<file path="config.mk">
export PLATFORM = sky130hd
export DESIGN_NAME = conv_seq_ctrl
export DESIGN_NICKNAME = d
export VERILOG_FILES = /design/src/rtl/conv_seq_ctrl.sv
export SDC_FILE = /design/constraint.sdc
export NUM_CORES = 1
export LEC_CHECK = 0
export CORE_MARGIN = 1.5
export CORE_UTILIZATION = 42
export CTS_CLUSTER_DIAMETER = 60
export CTS_CLUSTER_SIZE = 16
export DETAILED_ROUTE_END_ITERATION = 8
export PLACE_DENSITY = 0.72
export SYNTH_ARGS = -nofsm -noshare
export SYNTH_HDL_FRONTEND = slang
export SYNTH_SLANG_ARGS = --single-unit
</file>
<file path="constraint.sdc">
create_clock -name clk -period 1.6 [get_ports clk]
set_clock_uncertainty 0.2 [all_clocks]
set_input_delay 0.24 -clock clk [delete_from_list [all_inputs] [get_ports clk]]
set_output_delay 0.24 -clock clk [all_outputs]
set_load 0.005 [all_outputs]
</file>
<file path="src/rtl/conv_seq_ctrl.sv">
// rtl/conv_seq_ctrl.sv - convolution sequencer: walks X/F read addresses, strobes the
// accumulator and hands each y[j] out on a valid/ready handshake.
module conv_seq_ctrl #(
  parameter int X_SIZE   = 8,
  parameter int F_SIZE   = 4,
  parameter int X_ADDR_W = (X_SIZE > 1) ? $clog2(X_SIZE) : 1,
  parameter int F_ADDR_W = (F_SIZE > 1) ? $clog2(F_SIZE) : 1
) (
  input  logic                clk,
  input  logic                reset,
  input  logic                conv_start,
  input  logic                m_ready_y,
  output logic [X_ADDR_W-1:0] xmem_rd_addr,
  output logic [F_ADDR_W-1:0] fmem_rd_addr,
  output logic                rd_own,
  output logic                clr_accum,
  output logic                en_accum,
  output logic                m_valid_y,
  output logic                conv_done,
  output logic                busy
);

  localparam int N_OUT = X_SIZE - F_SIZE + 1;
  localparam logic [X_ADDR_W-1:0] J_LAST = X_ADDR_W'(N_OUT - 1);
  localparam logic [F_ADDR_W-1:0] K_LAST = F_ADDR_W'(F_SIZE - 1);

  typedef enum logic [2:0] {
    S_IDLE,
    S_FETCH,
    S_DRAIN,
    S_OUT,
    S_DONE
  } state_t;

  state_t              state;
  state_t              state_nxt;
  logic [X_ADDR_W-1:0] j;
  logic [X_ADDR_W-1:0] j_nxt;
  logic [F_ADDR_W-1:0] k;
  logic [F_ADDR_W-1:0] k_nxt;
  logic                en_q;
  logic                done_q;

  // en_q trails each FETCH cycle by one, matching the synchronous memory read latency
  always_ff @(posedge clk) begin
    if (reset) begin
      state  <= S_IDLE;
      j      <= '0;
      k      <= '0;
      en_q   <= 1'b0;
      done_q <= 1'b0;
    end else begin
      state  <= state_nxt;
      j      <= j_nxt;
      k      <= k_nxt;
      en_q   <= (state == S_FETCH);
      done_q <= (state == S_DONE);
    end
  end

  always_comb begin
    state_nxt = state;
    j_nxt     = j;
    k_nxt     = k;
    rd_own    = 1'b0;
    clr_accum = 1'b0;
    m_valid_y = 1'b0;
    conv_done = 1'b0;
    case (state)
      S_IDLE: begin
        // a start level still high right after DONE belongs to the previous run
        if (conv_start && !done_q) begin
          j_nxt     = '0;
          k_nxt     = '0;
          state_nxt = S_FETCH;
        end
      end
      S_FETCH: begin
        rd_own    = 1'b1;
        clr_accum = (k == '0);
        if (k == K_LAST) begin
          k_nxt     = '0;
          state_nxt = S_DRAIN;
        end else begin
          k_nxt = k + 1'b1;
        end
      end
      S_DRAIN: begin
        rd_own    = 1'b1;
        state_nxt = S_OUT;
      end
      S_OUT: begin
        rd_own    = 1'b1;
        m_valid_y = 1'b1;
        if (m_ready_y) begin
          if (j == J_LAST) begin
            state_nxt = S_DONE;
          end else begin
            j_nxt     = j + 1'b1;
            k_nxt     = '0;
            state_nxt = S_FETCH;
          end
        end
      end
      S_DONE: begin
        conv_done = 1'b1;
        j_nxt     = '0;
        k_nxt     = '0;
        state_nxt = S_IDLE;
      end
      default: state_nxt = S_IDLE;
    endcase
  end

  assign en_accum     = en_q;
  assign busy         = (state != S_IDLE);
  assign xmem_rd_addr = j + X_ADDR_W'(k);
  assign fmem_rd_addr = k;

endmodule
</file>
* Word-level counts from Yosys, hierarchy flattened *
Index checks and enable logic that the tools add are counted.

word-level totals
  logic and storage cells = 47
  output and inout bits = 11
  input port bits = 4
  register bits after elaboration = 10

cells by class
  $add $sub $neg = 3
  reduce and logical (&&, ||, !) cells = 11
  equality and inequality tests = 10
  mux-type cells = 18

operators by type and width
  kind                   count
  $mux W3                7
  $pmux W3 S4            1
  $pmux W3 S3            1
  $mux W2                4
  $pmux W2 S4            1
  $reduce_and A4 Y1      2
  $eq A3 B2 Y1 const B   2
  $eq A3 B3 Y1 const B   2
  $ne A2 B2 Y1 const B   3
  $reduce_bool A3 Y1     2
  $mux W1                4
  $reduce_bool A4 Y1     1
  $add A3 B1 Y3 const B  1
  $add A3 B2 Y3          1
  $eq A3 B1 Y1 const B   1
  $logic_not A3 Y1       1
  $reduce_and A3 Y1      1
  $reduce_or A3 Y1       1
  $add A2 B1 Y2 const B  1
  $eq A2 B2 Y1 const B   1
  $logic_not A2 Y1       1
  $ne A2 B1 Y1 const B   1
  $logic_and A1 B1 Y1    1
  $logic_not A1 Y1       1

* Depth between registers and ports, before layout *
Gate-level depths: netlist of run 1.

  word-level depth = 4
  gate-level depth with buffers = 6
  gate-level depth less buffers = 6

* Least setup slack after synthesis of run 1 *
No wires, ideal clock.

  path type = reg-to-reg
  from = reg j[0]
  to = reg j[1]
  setup slack = -0.009 ns
  path buffers = 0
  data required time = 1.330 ns
  period minus slack after synthesis = 1.609 ns
  cell stages (with the launch flop) = 7
  library setup time = 0.070 ns
  data arrival time = 1.339 ns
  path through = dfxtp_1 inv_1 ha_1 nand2_1 nand3_4 or4_1 a21oi_1

on the way
  longest elaborated chain between the ends = 4

ends and longest elaborated chain
  item                    line  text
  from (decl)             37    logic [X_ADDR_W-1:0] j;
  from (signal assigned)  54    j <= j_nxt;
  $add A3 B1 Y3           99    j_nxt = j + 1'b1;
  $mux W3                 96    if (j == J_LAST) begin
  $mux W3                 95    if (m_ready_y) begin
  $pmux W3 S3             69    case (state)

Parallel ways exist; a longest one is shown, timed or not. The select of a mux whose other input is x is not followed.
A chain may end at the register's enable or synchronous reset.

* Worst setup path after layout of run 1 *
  from = reg k[0] (netlist: fmem_rd_addr[0])
  to = out xmem_rd_addr[1]

on the way
  longest elaborated chain between the ends = 1

ends and longest elaborated chain
  item                    line  text
  from (decl)             39    logic [F_ADDR_W-1:0] k;
  from (signal assigned)  55    k <= k_nxt;
  $add A3 B2 Y3           117   assign xmem_rd_addr = j + X_ADDR_W'(k);
  to (decl)               13    output logic [X_ADDR_W-1:0] xmem_rd_addr,

No other way between the ends.

==> results.md, run 1 <==
- Most common library cell in the layout ignoring fill and taps: sky130_fd_sc_hd__buf_4
- Hold Fails Final Rpt: 0
- WHS Endpoint: state[0]
- Post-Route WL: 2240 um
- Residual overflow from global routing: 0
- Time the final worst path needs with I/O delays and setup: 1.88 ns
- Post-Syn Instances: 75
- Half-perimeter wire length after placement: 1190 um
- Synth Area per Inst: 8.14 um^2
- Average wire per cell in the routed design: 17.0 um
- Multi-input gate area: 492 um^2
- Cell mode on critical path: sky130_fd_sc_hd__inv_2
- Utilization after layout: 87.1%
- Starting density of the core: 45.8%
- Power density normalized to cell area: 538 mW/mm^2
- Crit path max fanout: 2
- Post-CTS clock slew at the launch and capture registers of the worst setup and hold paths: 0.08 ns
- Crit path capture type: output pin
- Weighted congestion at the end of routability-driven global placement: 0.815
- Area contributors post-synth: sky130_fd_sc_hd__dfxtp_1 (33%), sky130_fd_sc_hd__ha_1 (10%), sky130_fd_sc_hd__nor3_1 (6.6%)
- Setup violation total in the final timing report: 7
- Placeable core region: 0.00133 mm^2
- Fill count: 61
- Critical Path AT: 1.44 ns
- Pre-CTS WS: -0.400 ns
- Cts bufs inserted: 3
- Failing checks: negative setup slack
- Detailed Route Iter0 Violations: 32
- Cell type contributing the most total cell area after synthesis: sky130_fd_sc_hd__dfxtp_1
- Setup WS post-layout: -0.281 ns
- Clk root buf: sky130_fd_sc_hd__clkbuf_4
- Critical path class: flip-flop to output pin
- Result of the run: finished, violations left
- Kind of path behind the tightest hold check: flip-flop to flip-flop
- Maximum ir drop on the vdd rail: 410 uV
- Number of ports placed on the die boundary: 15
- Cell chain of the critical path: ha_4 > inv_2 > fa_2 > inv_2 > buf_6
- Net count of the finished layout: 128
- Period utilization: 118%
- TritonCTS clock tree: done
- Critical path buffer and inverter count: 3
- Pin count of the biggest net entering global routing: 11
- Area share of the largest cell type after synthesis: 32.8%
- Slew Viols, Final: 0
- Cell depth of the worst hold path: 2
- All-Layer GR Usage: 27.8%
- Setup repair after global routing missed its margin: true
- Flip-flop and latch count after synthesis: 10
- Setup slack, reg-to-reg: -0.13 ns
- Clock insertion delay at the later pin of the skew report: 0.27 ns
- DR vias/cell: 5.64
- Vias after detailed routing: 744
- Top achievable clock speed: 0.532 GHz
- Worst-path cell with the longest stage delay: sky130_fd_sc_hd__fa_2
- Maximum cell stage delay along the critical path: 0.52 ns
- Layout overhead on the synthesized area: 90.4%
- Number of port buffers: 14
- Family of cells with the greatest summed delay on the critical path: adder cells
- Die X-Extent: 41.1 um
- Count of TritonRoute iterations in the first routing pass: 4
- Startpoint type of the worst setup path: flip-flop
- Die Ht: 41.1 um
- Post-synthesis net count: 85
- Count of nets left with antenna violations after detail routing: 0
- Most frequent cells in the layout: sky130_fd_sc_hd__buf_4 (21), sky130_fd_sc_hd__buf_6 (10), sky130_fd_sc_hd__nor3_1 (7)
- Bufs on Longest Clock Path: 2
- Vias in the first global route: 660
- Sequential cell area in the final layout: 214 um^2
- Clock sink count: 10
- Share of synthesized area occupied by flip-flops and latches: 32.8%
- Worst reg2reg path startpoint: j[0]
- Antenna Cells: 0
- Slew at the pin with the worst max-slew slack: 0.423 ns
- Total standard cell area after synthesis: 611 um^2
- Max cap viols: 0
- Endpoint of the worst register-to-register path: j[1]
- Leakage dissipation: 0.518 nW
- Post-detailed-route DRC marker count: 0
- Number of distinct library cells after synthesis: 26
- Standard-cell row count: 13
- Depth of the worst register-to-register path: 6
- Post-Route Setup TNS: -0.836 ns
- CP Data Required Time: 1.16 ns
- Area of the die: 0.00169 mm^2
- Initial antenna violation count: 0
- Wire length of the first global-routing pass: 2920 um
- Slew Limit Headroom: 71.7%
- Synth warnings: 0
- Origin of the worst min-delay path: state[2]
- Total number of H-tree levels: 1
- Share of post-route cells with drive strength above 1: 62.4%
area by class of cell:
cell class	instances	share of cell area (%)
clock buffer	4	3.12
inverter	9	3.55
multi-input combinational	53	42.3
sequential	10	18.4
tap	15	1.61
timing repair buffer	41	31.0
flip-flops by register name (all words and copies together), names as in the netlist:
register / flops
j: 3
fmem_rd_addr: 2
state: 3
done_q: 1
en_accum: 1
cells in the mapped netlist:
master and number:
sky130_fd_sc_hd__a2111oi_0 1, sky130_fd_sc_hd__a21oi_1 7, sky130_fd_sc_hd__a311oi_1 2, sky130_fd_sc_hd__and2_1 2, sky130_fd_sc_hd__and3_1 1, sky130_fd_sc_hd__buf_2 1
sky130_fd_sc_hd__buf_4 1, sky130_fd_sc_hd__clkbuf_1 1, sky130_fd_sc_hd__clkinv_2 1, sky130_fd_sc_hd__dfxtp_1 10, sky130_fd_sc_hd__fa_1 1, sky130_fd_sc_hd__ha_1 5
sky130_fd_sc_hd__inv_1 8, sky130_fd_sc_hd__nand2_1 7, sky130_fd_sc_hd__nand2b_1 2, sky130_fd_sc_hd__nand3_1 3, sky130_fd_sc_hd__nand3_4 1, sky130_fd_sc_hd__nand3b_4 1
sky130_fd_sc_hd__nand4_1 1, sky130_fd_sc_hd__nor2_1 5, sky130_fd_sc_hd__nor2b_1 2, sky130_fd_sc_hd__nor3_1 8, sky130_fd_sc_hd__o21ai_1 1, sky130_fd_sc_hd__or3_1 1
sky130_fd_sc_hd__or4_1 1, sky130_fd_sc_hd__xnor2_1 1
worst max path at each step:
| stage | slack (ns) | from | end | cells after the start |
|---|---|---|---|---|
| after detailed placement | -0.40 | fmem_rd_addr[0] | xmem_rd_addr[2] | 5 |
| after CTS | -0.32 | j[0] | xmem_rd_addr[1] | 5 |
| after global placement | -0.34 | fmem_rd_addr[0] | xmem_rd_addr[2] | 5 |
| after floorplan | 0.02 | j[0] | j[1] | 6 |
| final | -0.28 | fmem_rd_addr[0] | xmem_rd_addr[1] | 5 |
| after global routing | -0.39 | fmem_rd_addr[0] | xmem_rd_addr[2] | 5 |
routing by layer:
layer,up-vias,part of all wire [%],global-route usage [%]
li1,348,-,-
met1,345,37,31.7
met2,35,53,48.0
met3,16,4.6,5.43
met4,0,4.8,14.5
met5,-,0,0
power breakdown:
group / leakage [nW] / internal (mW) / switching, mW
sequential: 0.0850 / 0.254 / 0.00786
clock: 0.0210 / 0.138 / 0.100
combinational: 0.412 / 0.0685 / 0.0568
worst register-to-register path: cells and delay by family, from the launching register on:
family | cells | cell delay (ns)
adders and majority gates | 1 | 0.24
and+or+nand+nor | 1 | 0.51
buffers and inverters | 3 | 0.22
AOI/OAI and AO/OA | 1 | 0.14
DFF | 1 | 0.35
logic make-up after synthesis:
| logic type | after synthesis | share of synthesized area, % |
|---|---|---|
| simple gates | 35 | 33.0 |
| buf+inv | 12 | 8.40 |
| compound gates | 11 | 10.9 |
| flops | 10 | 32.8 |
| fa+ha+maj | 6 | 13.5 |
| xor+xnor | 1 | 1.43 |
per-stage QoR:
| stage | hold WS (ns) | instances | power [mW] | instance area, um^2 |
|---|---|---|---|---|
| 6_report | 0.362 | 132 | 0.626 | 1160 |
| 5_1_grt | 0.376 | 132 | 0.663 | 1160 |
| 3_5_place_dp | 0.366 | 122 | 0.369 | 913 |
| 4_1_cts | 0.349 | 129 | 0.610 | 1060 |
| 2_1_floorplan | 0.203 | 75 | 0.304 | 613 |
| 3_3_place_gp | 0.365 | 122 | 0.366 | 913 |
repair_timing:
action	in CTS	in global routing
pin swaps	7	8
setup buffers	4	3
hold buffers	0	0
setup endpoints to repair	14	11
gates resized for setup	62	18
Note: power is estimated with default switching activity, not from simulation.
==> run 2, diff against run 1 <==
--- a/config.mk
+++ b/config.mk
@@ -11,6 +11,7 @@
 export CTS_CLUSTER_SIZE = 16
 export DETAILED_ROUTE_END_ITERATION = 8
 export PLACE_DENSITY = 0.72
+export RECOVER_POWER = 100
 export SYNTH_ARGS = -nofsm -noshare
 export SYNTH_HDL_FRONTEND = slang
 export SYNTH_SLANG_ARGS = --single-unit
==> constraint.sdc (replaced) <==
create_clock -name clk -period 1.6 [get_ports clk]
set_clock_uncertainty 0.2 [all_clocks]
set_input_delay 0.24 -clock clk [delete_from_list [all_inputs] [get_ports clk]]
set_output_delay 0.24 -clock clk [all_outputs]
set_load 0.05 [all_outputs]
==> run 2 against run 1 <==
  * Synthesized cell count did not move
  * Synthesized area stayed put
  * The run now fails in global routing (5_1_grt)
==> results.md, run 2 <==
- Area share of the largest cell type after synthesis: 32.8%
- Last worst endpoint in the global-route repair_timing: xmem_rd_addr[2]
- Starting density of the core: 45.8%
- Flip-flop and latch count after synthesis: 10
- Standard-cell row count: 13
- Die X-Extent: 41.1 um
- Proportion of register bits with asynchronous set or reset after synthesis: 0%
- Pin count of the biggest net entering global routing: 11
- Total number of H-tree levels: 1
- Cell type contributing the most total cell area after synthesis: sky130_fd_sc_hd__dfxtp_1
- Most frequently used cell type in the post-synthesis netlist: sky130_fd_sc_hd__dfxtp_1
- Area contributors post-synth: sky130_fd_sc_hd__dfxtp_1 (33%), sky130_fd_sc_hd__ha_1 (10%), sky130_fd_sc_hd__nor3_1 (6.6%)
- Kind of endpoint with the least setup slack: primary output
- Post-synthesis net count: 85
- Bufs on Longest Clock Path: 2
- Synth Area per Inst: 8.14 um^2
- Synth warnings: 0
- Total standard cell area after synthesis: 611 um^2
- Stopped at: global routing (5_1_grt)
- Clock sink count: 10
- Number of ports placed on the die boundary: 15
- Number of port buffers: 14
- Clk root buf: sky130_fd_sc_hd__clkbuf_4
- Result of the run: aborted with a tool error
- Post-Syn Instances: 75
- Dominant synthesized flop cell: sky130_fd_sc_hd__dfxtp_1
- Share of synthesized area occupied by flip-flops and latches: 32.8%
- Most frequent cells after synthesis: sky130_fd_sc_hd__dfxtp_1 (10), sky130_fd_sc_hd__inv_1 (8), sky130_fd_sc_hd__nor3_1 (8)
- Half-perimeter wire length after placement: 1220 um
- Hold-fix buffer count after cts: 0
- Die Ht: 41.1 um
- Cell area after placement: 0.00104 mm^2
- First Error: [ERROR DPL-0038] Utilization greater than 100%, impossible to legalize
- Weighted congestion at the end of routability-driven global placement: 0.841
- Number of distinct library cells after synthesis: 26
- Cts bufs inserted: 3
- Number of synthesized flops with an enable pin: 0
run 2: cell counts after synthesis:
No cell type changed its count.
run 2: cell families after synthesis:
family                   share of synthesized area, %
AND/OR/NAND/NOR                                  33.0
flip-flops                                       32.8
adder cells (fa/ha/maj)                          13.5
AO/OA/AOI/OAI                                    10.9
XOR/XNOR                                         1.43
buffers and inverters                            8.40
run 2: repair_timing:
| item | in CTS |
|---|---|
| endpoints found under the setup margin | 9 |
| gates resized for setup | 29 |
| setup buffers | 9 |
| pin swaps | 12 |
| hold endpoints to repair | 0 |
run 2: per-stage QoR:
step | hold slack, ns | util [%] | setup slack, ns | std cells
3_3_place_gp | 0.342 | 78.3 | -0.0767 | 120
3_5_place_dp | 0.354 | 78.3 | -0.187 | 120
4_1_cts | 0.339 | 92.3 | -0.362 | 133
2_1_floorplan | 0.203 | - | -0.245 | 75
==> run 3, diff against run 2 <==
==> config.mk (replaced) <==
export PLATFORM = sky130hd
export DESIGN_NAME = conv_seq_ctrl
export DESIGN_NICKNAME = d
export VERILOG_FILES = /design/src/rtl/conv_seq_ctrl.sv
export SDC_FILE = /design/constraint.sdc
export NUM_CORES = 1
export LEC_CHECK = 0
export CORE_AREA = 2 2 63 65
export DETAILED_ROUTE_END_ITERATION = 8
export DIE_AREA = 0 0 65 67
export PLACE_DENSITY_LB_ADDON = 0.15
export RECOVER_POWER = 100
export SYNTH_ARGS = -nofsm -noshare
export SYNTH_HDL_FRONTEND = slang
export SYNTH_SLANG_ARGS = --single-unit
==> constraint.sdc (replaced) <==
create_clock -name clk -period 2.1 [get_ports clk]
set_clock_uncertainty 0.2 [all_clocks]
set_input_delay 0.315 -clock clk [delete_from_list [all_inputs] [get_ports clk]]
set_output_delay 0.315 -clock clk [all_outputs]
set_load 0.05 [all_outputs]
==> run 3 against run 2 <==
  * The run now ends clean
==> results.md, run 3 (same netlist as run 1, synthesis figures left out) <==
- Result of the run: complete, no violations
- Cts bufs inserted: 3
- Setup repair after global routing missed its margin: false
- Portion of total power attributed to combinational logic: 19.4%
- Crit path max fanout: 6
- Net count of the finished layout: 103
- Area of the die: 0.00436 mm^2
- Met2 demand-to-capacity share in global routing: 13.0%
- Clk root buf: sky130_fd_sc_hd__clkbuf_8
- TritonCTS clock tree: done
- Pre-CTS WS: 0.207 ns
- Startpoint type of the worst setup path: flip-flop
- Most frequent cells in the layout: sky130_fd_sc_hd__inv_1 (8), sky130_fd_sc_hd__nor3_1 (8), sky130_fd_sc_hd__nand2_1 (7), sky130_fd_sc_hd__a21oi_1 (7), sky130_fd_sc_hd__dfxtp_1 (6)
- Final hold slack: 0.290 ns
- Power density normalized to cell area: 559 mW/mm^2
- Proportion of power drawn by the clock network: 39.4%
- Cell mode on critical path: sky130_fd_sc_hd__inv_1
- Switching pwr: 0.139 mW
- Busiest layer in global routing: met2
- Setup WS post-layout: 0.0739 ns
- Post-Route WL: 1480 um
- Family of cells with the greatest summed delay on the critical path: adder cells
- Max cap viols: 0
- Residual overflow from global routing: 0
- Number of placed instances with taps included: 136
- Antenna Cells: 0
- Layout overhead on the synthesized area: 44.1%
- Crit path capture type: output pin
- Count of nets left with antenna violations after detail routing: 0
- CP Data Required Time: 1.58 ns
- Total number of H-tree levels: 1
- Detailed Route Iter0 Violations: 19
- Hold Fails Final Rpt: 0
- Post-CTS clock slew at the launch and capture registers of the worst setup and hold paths: 0.05 ns
- Leakage dissipation: 0.358 nW
- Worst-path cell with the longest stage delay: sky130_fd_sc_hd__fa_2
- Initial antenna violation count: 0
- Slew Limit Headroom: 60.2%
- Post-Route Setup TNS: 0 ns
- Number of ports placed on the die boundary: 15
- Die X-Extent: 65 um
- Power share of the sequential group: 41.2%
- Kind of path behind the tightest hold check: flip-flop to flip-flop
- Count of TritonRoute iterations in the first routing pass: 4
- Met1 track utilization from global routing: 10.4%
- Cell area after placement: 898 um^2
- Post-detailed-route DRC marker count: 0
- Top achievable clock speed: 0.494 GHz
- M3 GR Usage: 2.20%
- Time the final worst path needs with I/O delays and setup: 2.03 ns
- Layout Cells excl Fill: 139
- All-Layer GR Usage: 8.38%
- Average wire per cell in the routed design: 10.6 um
- Weighted congestion at the end of routability-driven global placement: 0.720
- Switching share of power: 28.3%
- Bufs on Longest Clock Path: 2
- Hold-fix buffer count after cts: 0
- Internal cell power: 0.353 mW
- Critical path class: flip-flop to output pin
- Standard-cell row count: 22
- Post-Layout Inst Area: 880 um^2
- Half-perimeter wire length after placement: 1160 um
- Die Ht: 67 um
- Setup violation total in the final timing report: 0
- Period utilization: 96.5%
- Maximum cell stage delay along the critical path: 0.51 ns
- Cell chain of the critical path: ha_1 > inv_1 > fa_2 > inv_1 > buf_4
- Slew at the pin with the worst max-slew slack: 0.599 ns
- Starting density of the core: 16.9%
- Clock insertion delay at the later pin of the skew report: 0.23 ns
- Maximum ir drop on the vdd rail: 157 uV
- DR vias/cell: 4.09
- Share of post-route cells with drive strength above 1: 18.7%
- Wire length of the first global-routing pass: 2700 um
- Vias in the first global route: 582
- Slew Viols, Final: 0
- Number of port buffers: 14
- Clock sink count: 10
- Critical Path AT: 1.51 ns
- Critical path buffer and inverter count: 3
- Pin count of the biggest net entering global routing: 11
- Vias after detailed routing: 569
- Placeable core region: 0.00361 mm^2
[run 3: worst min-delay path, stage by stage (launching register included)]
cell                      delay [ns]
sky130_fd_sc_hd__dfxtp_1        0.32
sky130_fd_sc_hd__nand3_1        0.07
sky130_fd_sc_hd__a21oi_1        0.05
[run 3: layer usage]
layer / vias up / routed length (um)
li1: 290 / -
met5: - / 0
met3: 0 / 47
met4: 0 / 0
met2: 10 / 721
met1: 269 / 711
[run 3: final timing paths]
path	from	cells after the start	endpoint	slack (ns)
worst max-delay path	fmem_rd_addr[0]	5	xmem_rd_addr[1]	0.07
worst min-delay path	j[1]	2	j[1]	0.29
worst max register to register	state[2]	5	j[1]	0.38
worst min register to register	j[1]	2	j[1]	0.29
[run 3: layout make-up]
| cell class | instances | area [um^2] |
|---|---|---|
| inverter | 9 | 35.0 |
| clock buffer | 3 | 41.3 |
| tap | 48 | 60.1 |
| sequential | 10 | 208 |
| multi-input combinational | 53 | 355 |
| timing repair buffer | 16 | 180 |
| fill | 395 | 2730 |
[run 3: repair_timing]
item                                    4_1_cts  5_1_grt
gates resized for setup                       1        3
hold endpoints to repair                      0        0
setup buffers                                 0        0
endpoints found under the setup margin        1        3
pin swaps                                     0        0
[run 3: power groups by stage]
stage / logic, mW / clock network [mW] / registers (mW)
floorplan: 0.0522 / 0 / 0.218
global placement: 0.113 / 0 / 0.208
detailed placement: 0.113 / 0 / 0.207
CTS: 0.114 / 0.204 / 0.203
global route: 0.103 / 0.222 / 0.203
finish: 0.0956 / 0.194 / 0.203
[run 3: through the flow]
| stage | power [mW] | util, % |
|---|---|---|
| finish | 0.492 | 24.4 |
| global route | 0.528 | 24.4 |
| CTS | 0.521 | 26.1 |
| detailed placement | 0.320 | 24.9 |
| global placement | 0.320 | 24.9 |
| floorplan | 0.270 | - |
